===== src/rtl/cache_bus_arbiter.sv =====
// cache_bus_arbiter: round-robin share of one cache-bus port among PORT_NUM requesters.
// Define CACHE_BUS_ARB_PERF_EN to add per-port grant/wait counters on perf_o.

module cache_bus_arbiter #(
   parameter int PORT_NUM = 2,
   parameter int ADDR_W   = 32,
   parameter int DATA_W   = 32,
   parameter int LEN_W    = 8
) (
   input  logic                     clk,
   input  logic                     rst,
   input  logic [PORT_NUM-1:0]      up_req_valid_i,
   output logic [PORT_NUM-1:0]      up_req_ready_o,
   input  logic [PORT_NUM-1:0]      up_req_write_i,
   input  logic [PORT_NUM*ADDR_W-1:0] up_req_addr_i,
   input  logic [PORT_NUM*LEN_W-1:0]  up_req_len_i,
   input  logic [PORT_NUM*DATA_W-1:0] up_wdata_i,
   input  logic [PORT_NUM-1:0]      up_wvalid_i,
   output logic [PORT_NUM-1:0]      up_wready_o,
   output logic [DATA_W-1:0]        up_rdata_o,
   output logic [PORT_NUM-1:0]      up_rvalid_o,
   output logic                     up_rlast_o,
   output logic [PORT_NUM-1:0]      up_bvalid_o,
   output logic                     dn_req_valid_o,
   input  logic                     dn_req_ready_i,
   output logic                     dn_req_write_o,
   output logic [ADDR_W-1:0]        dn_req_addr_o,
   output logic [LEN_W-1:0]         dn_req_len_o,
   output logic [DATA_W-1:0]        dn_wdata_o,
   output logic                     dn_wvalid_o,
   input  logic                     dn_wready_i,
   output logic                     dn_wlast_o,
   input  logic [DATA_W-1:0]        dn_rdata_i,
   input  logic                     dn_rvalid_i,
   input  logic                     dn_rlast_i,
   input  logic                     dn_bvalid_i
`ifdef CACHE_BUS_ARB_PERF_EN
   ,
   output logic [PORT_NUM*64-1:0]   perf_o
`endif
);

   localparam int IDX_W = (PORT_NUM > 1) ? $clog2(PORT_NUM) : 1;

   typedef enum logic [2:0] {IDLE, REQ, RD, WR, WB} state_t;

   state_t           state_q, state_d;
   logic [IDX_W-1:0] rr_ptr_q, grant_q, sel_idx;
   logic             sel_found;
   logic             write_q;
   logic [ADDR_W-1:0] addr_q;
   logic [LEN_W-1:0] len_q, beat_cnt_q;
   logic             req_hs, w_hs, w_last;

   // first valid port at or above rr_ptr, wrapping
   always_comb begin : sel_search
      int p;
      p         = 0;
      sel_found = 1'b0;
      sel_idx   = '0;
      for (int i = 0; i < PORT_NUM; i++) begin
         p = int'(rr_ptr_q) + i;
         if (p >= PORT_NUM) p = p - PORT_NUM;
         if (!sel_found && up_req_valid_i[p]) begin
            sel_found = 1'b1;
            sel_idx   = IDX_W'(p);
         end
      end
   end

   assign req_hs = (state_q == REQ) && dn_req_ready_i;
   assign w_hs   = (state_q == WR) && up_wvalid_i[grant_q] && dn_wready_i;
   assign w_last = (beat_cnt_q == len_q);

   always_ff @(posedge clk or posedge rst) begin
      if (rst) state_q <= IDLE;
      else     state_q <= state_d;
   end

   always_comb begin
      state_d = state_q;
      unique case (state_q)
         IDLE: if (sel_found) state_d = REQ;
         REQ:  if (dn_req_ready_i) state_d = write_q ? WR : RD;
         RD:   if (dn_rvalid_i && dn_rlast_i) state_d = IDLE;
         WR:   if (w_hs && w_last) state_d = WB;
         WB:   if (dn_bvalid_i) state_d = IDLE;
         default: state_d = IDLE;
      endcase
   end

   always_ff @(posedge clk or posedge rst) begin
      if (rst) begin
         rr_ptr_q   <= '0;
         grant_q    <= '0;
         write_q    <= 1'b0;
         addr_q     <= '0;
         len_q      <= '0;
         beat_cnt_q <= '0;
      end else begin
         if (state_q == IDLE && sel_found) begin
            grant_q <= sel_idx;
            write_q <= up_req_write_i[sel_idx];
            addr_q  <= up_req_addr_i[sel_idx*ADDR_W +: ADDR_W];
            len_q   <= up_req_len_i[sel_idx*LEN_W +: LEN_W];
         end
         if (req_hs) begin
            rr_ptr_q   <= (grant_q == IDX_W'(PORT_NUM-1)) ? '0 : grant_q + 1'b1;
            beat_cnt_q <= '0;
         end
         if (w_hs) beat_cnt_q <= beat_cnt_q + 1'b1;
      end
   end

   always_comb begin
      up_req_ready_o = '0;
      up_wready_o    = '0;
      up_rdata_o     = '0;
      up_rvalid_o    = '0;
      up_rlast_o     = 1'b0;
      up_bvalid_o    = '0;
      dn_req_valid_o = 1'b0;
      dn_req_write_o = 1'b0;
      dn_req_addr_o  = '0;
      dn_req_len_o   = '0;
      dn_wdata_o     = '0;
      dn_wvalid_o    = 1'b0;
      dn_wlast_o     = 1'b0;
      unique case (state_q)
         IDLE: ;
         REQ: begin
            dn_req_valid_o          = 1'b1;
            dn_req_write_o          = write_q;
            dn_req_addr_o           = addr_q;
            dn_req_len_o            = len_q;
            up_req_ready_o[grant_q] = dn_req_ready_i;
         end
         RD: begin
            up_rdata_o           = dn_rdata_i;
            up_rvalid_o[grant_q] = dn_rvalid_i;
            up_rlast_o           = dn_rvalid_i & dn_rlast_i;
         end
         WR: begin
            dn_wvalid_o          = up_wvalid_i[grant_q];
            dn_wdata_o           = up_wdata_i[grant_q*DATA_W +: DATA_W];
            up_wready_o[grant_q] = dn_wready_i;
            dn_wlast_o           = w_last;
         end
         WB: up_bvalid_o[grant_q] = dn_bvalid_i;
         default: ;
      endcase
   end

`ifdef CACHE_BUS_ARB_PERF_EN
   logic [31:0] grant_cnt [PORT_NUM];
   logic [31:0] wait_cnt  [PORT_NUM];

   // saturating counters; a port waits until its request is accepted
   always_ff @(posedge clk or posedge rst) begin
      if (rst) begin
         for (int p = 0; p < PORT_NUM; p++) begin
            grant_cnt[p] <= '0;
            wait_cnt[p]  <= '0;
         end
      end else begin
         for (int p = 0; p < PORT_NUM; p++) begin
            if (up_req_ready_o[p] && grant_cnt[p] != '1)
               grant_cnt[p] <= grant_cnt[p] + 1'b1;
            if (up_req_valid_i[p] && !up_req_ready_o[p] && wait_cnt[p] != '1)
               wait_cnt[p] <= wait_cnt[p] + 1'b1;
         end
      end
   end

   always_comb begin
      perf_o = '0;
      for (int p = 0; p < PORT_NUM; p++)
         perf_o[p*64 +: 64] = {wait_cnt[p], grant_cnt[p]};
   end
`endif

endmodule


===== config.mk =====
export PLATFORM = sky130hd
export DESIGN_NAME = cache_bus_arbiter
export DESIGN_NICKNAME = d
export VERILOG_FILES = /design/src/rtl/cache_bus_arbiter.sv
export SDC_FILE = /design/constraint.sdc
export NUM_CORES = 1
export LEC_CHECK = 0
export BUFFER_PORTS_ARGS = -buffer_cell sky130_fd_sc_hd__buf_4
export CAP_MARGIN = 20
export CORE_AREA = 2 2 119 121
export CTS_CLUSTER_DIAMETER = 30
export DETAILED_ROUTE_END_ITERATION = 6
export DIE_AREA = 0 0 121 123
export HOLD_SLACK_MARGIN = 0.08
export RECOVER_POWER = 100
export SLEW_MARGIN = 15
export SYNTH_ARGS = -nofsm -noshare
export SYNTH_HDL_FRONTEND = slang
export SYNTH_SLANG_ARGS = --single-unit

===== constraint.sdc =====
create_clock -name clk -period 3.8 [get_ports clk]
set_input_delay 0.76 -clock clk [delete_from_list [all_inputs] [get_ports clk]]
set_output_delay 0.76 -clock clk [all_outputs]
set_load 0.05 [all_outputs]

==> impl_metrics.csv <==
group,metric,value,unit
synth,synthArstFlopShare,100.0,%
synth,yosysWarnings,0,
grt,grt_pass1_wl,21450,um
timing,min_period,3.432,ns
power,power.leakage,3.214,nW
route,postRouteAntennaNets,0,
placement,place_congestion,0.9083,
power,pwr_density_cell,804.9,nW/um^2
worst_setup_path,r2r_start,"state_q[0]",
clocking,cts.sinks,54,
clocking,ctsResizeCount,0,
synth,syn_area,3781,um^2
synth,synth_cell_types,36,
route,first_pass_iters,4,
status,status,"finished, final reports clean",
synth,synth_area_per_cell,8.593,um^2
final_layout,antennaDiodeCount,0,
final_layout,drive_gt1_share,38.70,%
worst_setup_path,worst-setup-path-type,"reg2out",
route,drc,0,
worst_setup_path,endpoint_kind,"output port",
final_layout,nets,910,
clocking,cts_tree,"done",
timing,final_max_slew_viol_count,0,
grt,antenna_found_initial,0,
route,num_vias,4205,
timing,final_hold_viol_count,0,
grt,overflow,0,
final_layout,area_growth,59.63,%
route,wl_per_cell,15.57,um
timing,tightestPinTransition,1.491,ns
timing,timing.fmax,291.3,MHz
clocking,clk_pin_slew,0.08,ns
route,drt_iter0_markers,78,
worst_setup_path,crit_start,"state_q[1]",
worst_setup_path,critPathArrivalTime,2.67,ns
floorplan,die_x,121,um
worst_setup_path,critPathRequiredTime,3.04,ns
power,total_power,4.858,mW
grt,first_global_vias,4143,
flow_run,cap_violations,0,
clocking,post-cts-setup-buffer-count,0,
worst_setup_path,critPathLaunchType,"register",
floorplan,core_region_area,13610,um^2
timing,setup_viol,0,
timing,rsz0062_at_grt,"false",
route,wl,14030,um
timing,slew_headroom,0.6298,%
worst_hold_path,hold_class,"reg2reg",
grt,grt_max_degree,84,
synth,ys.flop_type,"dfrtp_1",
synth,synth_edf_count,0,
floorplan,die_h,123,um
synth,synthCells,440,
placement,port_buffers,305,
clocking,clkLatencyLatePin,0.29,ns
clocking,numCtsBuffers,5,
clocking,clockBufferDepth,2,
worst_setup_path,cp_max_fo,24,
route,avgViaCountPerCell,4.667,
clocking,h-tree-depth,2,
synth,ys_seq_area_share,35.74,%
timing,skew,0.01030,ns
floorplan,dieArea,14880,um^2
floorplan,start_util,27.78,%
timing,final.setup.tns,0,ns
final_layout,fillers,1403,
clocking,cts_root_buf,"clkbuf_16",
power,ir_drop,0.3694,mV
synth,synth_nets,630,
clocking,ctsHoldBuffers,0,
grt,grt_use_total,18.13,%
synth,synth_seq_cells,54,
floorplan,io-pin-count,306,
timing,finalCritPeriodShare,90.33,%
floorplan,rows,43,
worst_hold_path,hp-start,"beat_cnt_q[7]",
placement,hpwl,11340,um
==> flip-flops by register name (all words and copies together), names as in the netlist <==
signal / flops
state_q: 3
beat_cnt_q: 8
grant_q: 1
write_q: 1
addr_q: 32
rr_ptr_q: 1
len_q: 8
==> synth_stat cells, drive strengths merged (8+ instances only) <==
library cell / count / area [um^2]
a21oi: 44 / 220.2
and2: 34 / 212.7
and3: 49 / 311.6
buf: 16 / 100.1
clkbuf: 22 / 82.58
dfrtp: 54 / 1351
mux2i: 78 / 780.8
nand2: 10 / 37.54
nand3: 8 / 45.04
nor2: 78 / 292.8
xor2: 8 / 70.07
==> cell type report <==
cell class,instances,area [um^2],area share [%]
multi-input combinational,343,2220,36.77
clock inverter,3,48.80,0.8085
timing repair buffer,311,2046,33.89
inverter,5,18.77,0.3109
clock buffer,5,125.1,2.073
tap,180,225.2,3.731
sequential,54,1353,22.41
==> layout by cell type (no fill, tap or decap), types with 2 or more instances in the layout <==
cell type | Yosys | final
clkbuf_1 | 22 | 47
buf_4 | 3 | 218
and3_1 | 48 | 49
nand2_1 | 10 | 10
nor4_1 | 4 | 4
inv_1 | 5 | 5
and2_1 | 34 | 19
clkbuf_16 | 0 | 5
nand3_1 | 7 | 8
or3_1 | 5 | 5
mux2i_1 | 78 | 78
clkbuf_2 | 0 | 45
and3b_1 | 1 | 2
o21ai_0 | 3 | 3
a21oi_1 | 44 | 44
xor2_1 | 8 | 8
mux2_1 | 0 | 2
dfrtp_1 | 54 | 53
nor3_1 | 3 | 3
and2_0 | 0 | 15
o22ai_1 | 2 | 2
nor2_1 | 78 | 77
==> worst max-delay path, stage by stage, from the launching register on <==
cell      delay (ns)
dfrtp_1         0.52
nor2_2          0.64
clkbuf_2        0.51
and3_1          0.22
clkbuf_1        0.49
==> through the flow <==
step	cells	worst slack [ns]	hold WS (ns)	utilization, %	cell area, um^2
detailed placement	893	0.8866	0.5006	45.41	6181
finish	901	0.3676	0.5035	44.34	6036
global placement	893	1.008	0.4844	45.41	6181
global route	901	0.1834	0.5196	44.34	6036
CTS	901	0.5807	0.5115	46.69	6355
floorplan	440	0.5380	0.4649	-	3781
==> per-layer routing <==
metal,track usage [%],up-vias,routed length (um)
met2,32.97,168,7248
met5,0,-,0
li1,-,2081,-
met3,4.382,10,1044
met1,22.07,1946,5624
met4,2.834,0,112
==> power breakdown <==
part / switching, mW / internal, mW / leakage, nW / total (mW)
Combinational: 2.31 / 0.894 / 2.51 / 3.21
Sequential: 0.287 / 0.825 / 0.624 / 1.11
Clock: 0.224 / 0.316 / 0.0819 / 0.540
Total: 2.82 / 2.04 / 3.21 / 4.86
==> cells by family (layout without fill, tap and decap cells) <==
kind of cell / count (synthesis) / count (layout) / share of synthesized area (%)
AND/OR/NAND/NOR: 197 / 197 / 26.94
multiplexers: 81 / 81 / 21.74
AO/OA/AOI/OAI: 56 / 56 / 8.074
flip-flops: 54 / 54 / 35.74
buffers and inverters: 43 / 324 / 5.328
XOR/XNOR: 8 / 8 / 1.853
adder cells (fa/ha/maj): 1 / 1 / 0.3309
==> worst paths after layout <==
kind | cells after the start | to | slack [ns]
setup / recovery | 4 | dn_req_write_o | 0.37
hold / removal | 1 | beat_cnt_q[7] | 0.50
min in group asynchronous | 2 | addr_q[2] | 0.85
max in group asynchronous | 3 | addr_q[4] | 1.29
hold reg to reg | 1 | beat_cnt_q[7] | 0.50
setup reg to reg | 5 | grant_q | 0.81
Note: power is estimated with default switching activity, not from simulation.
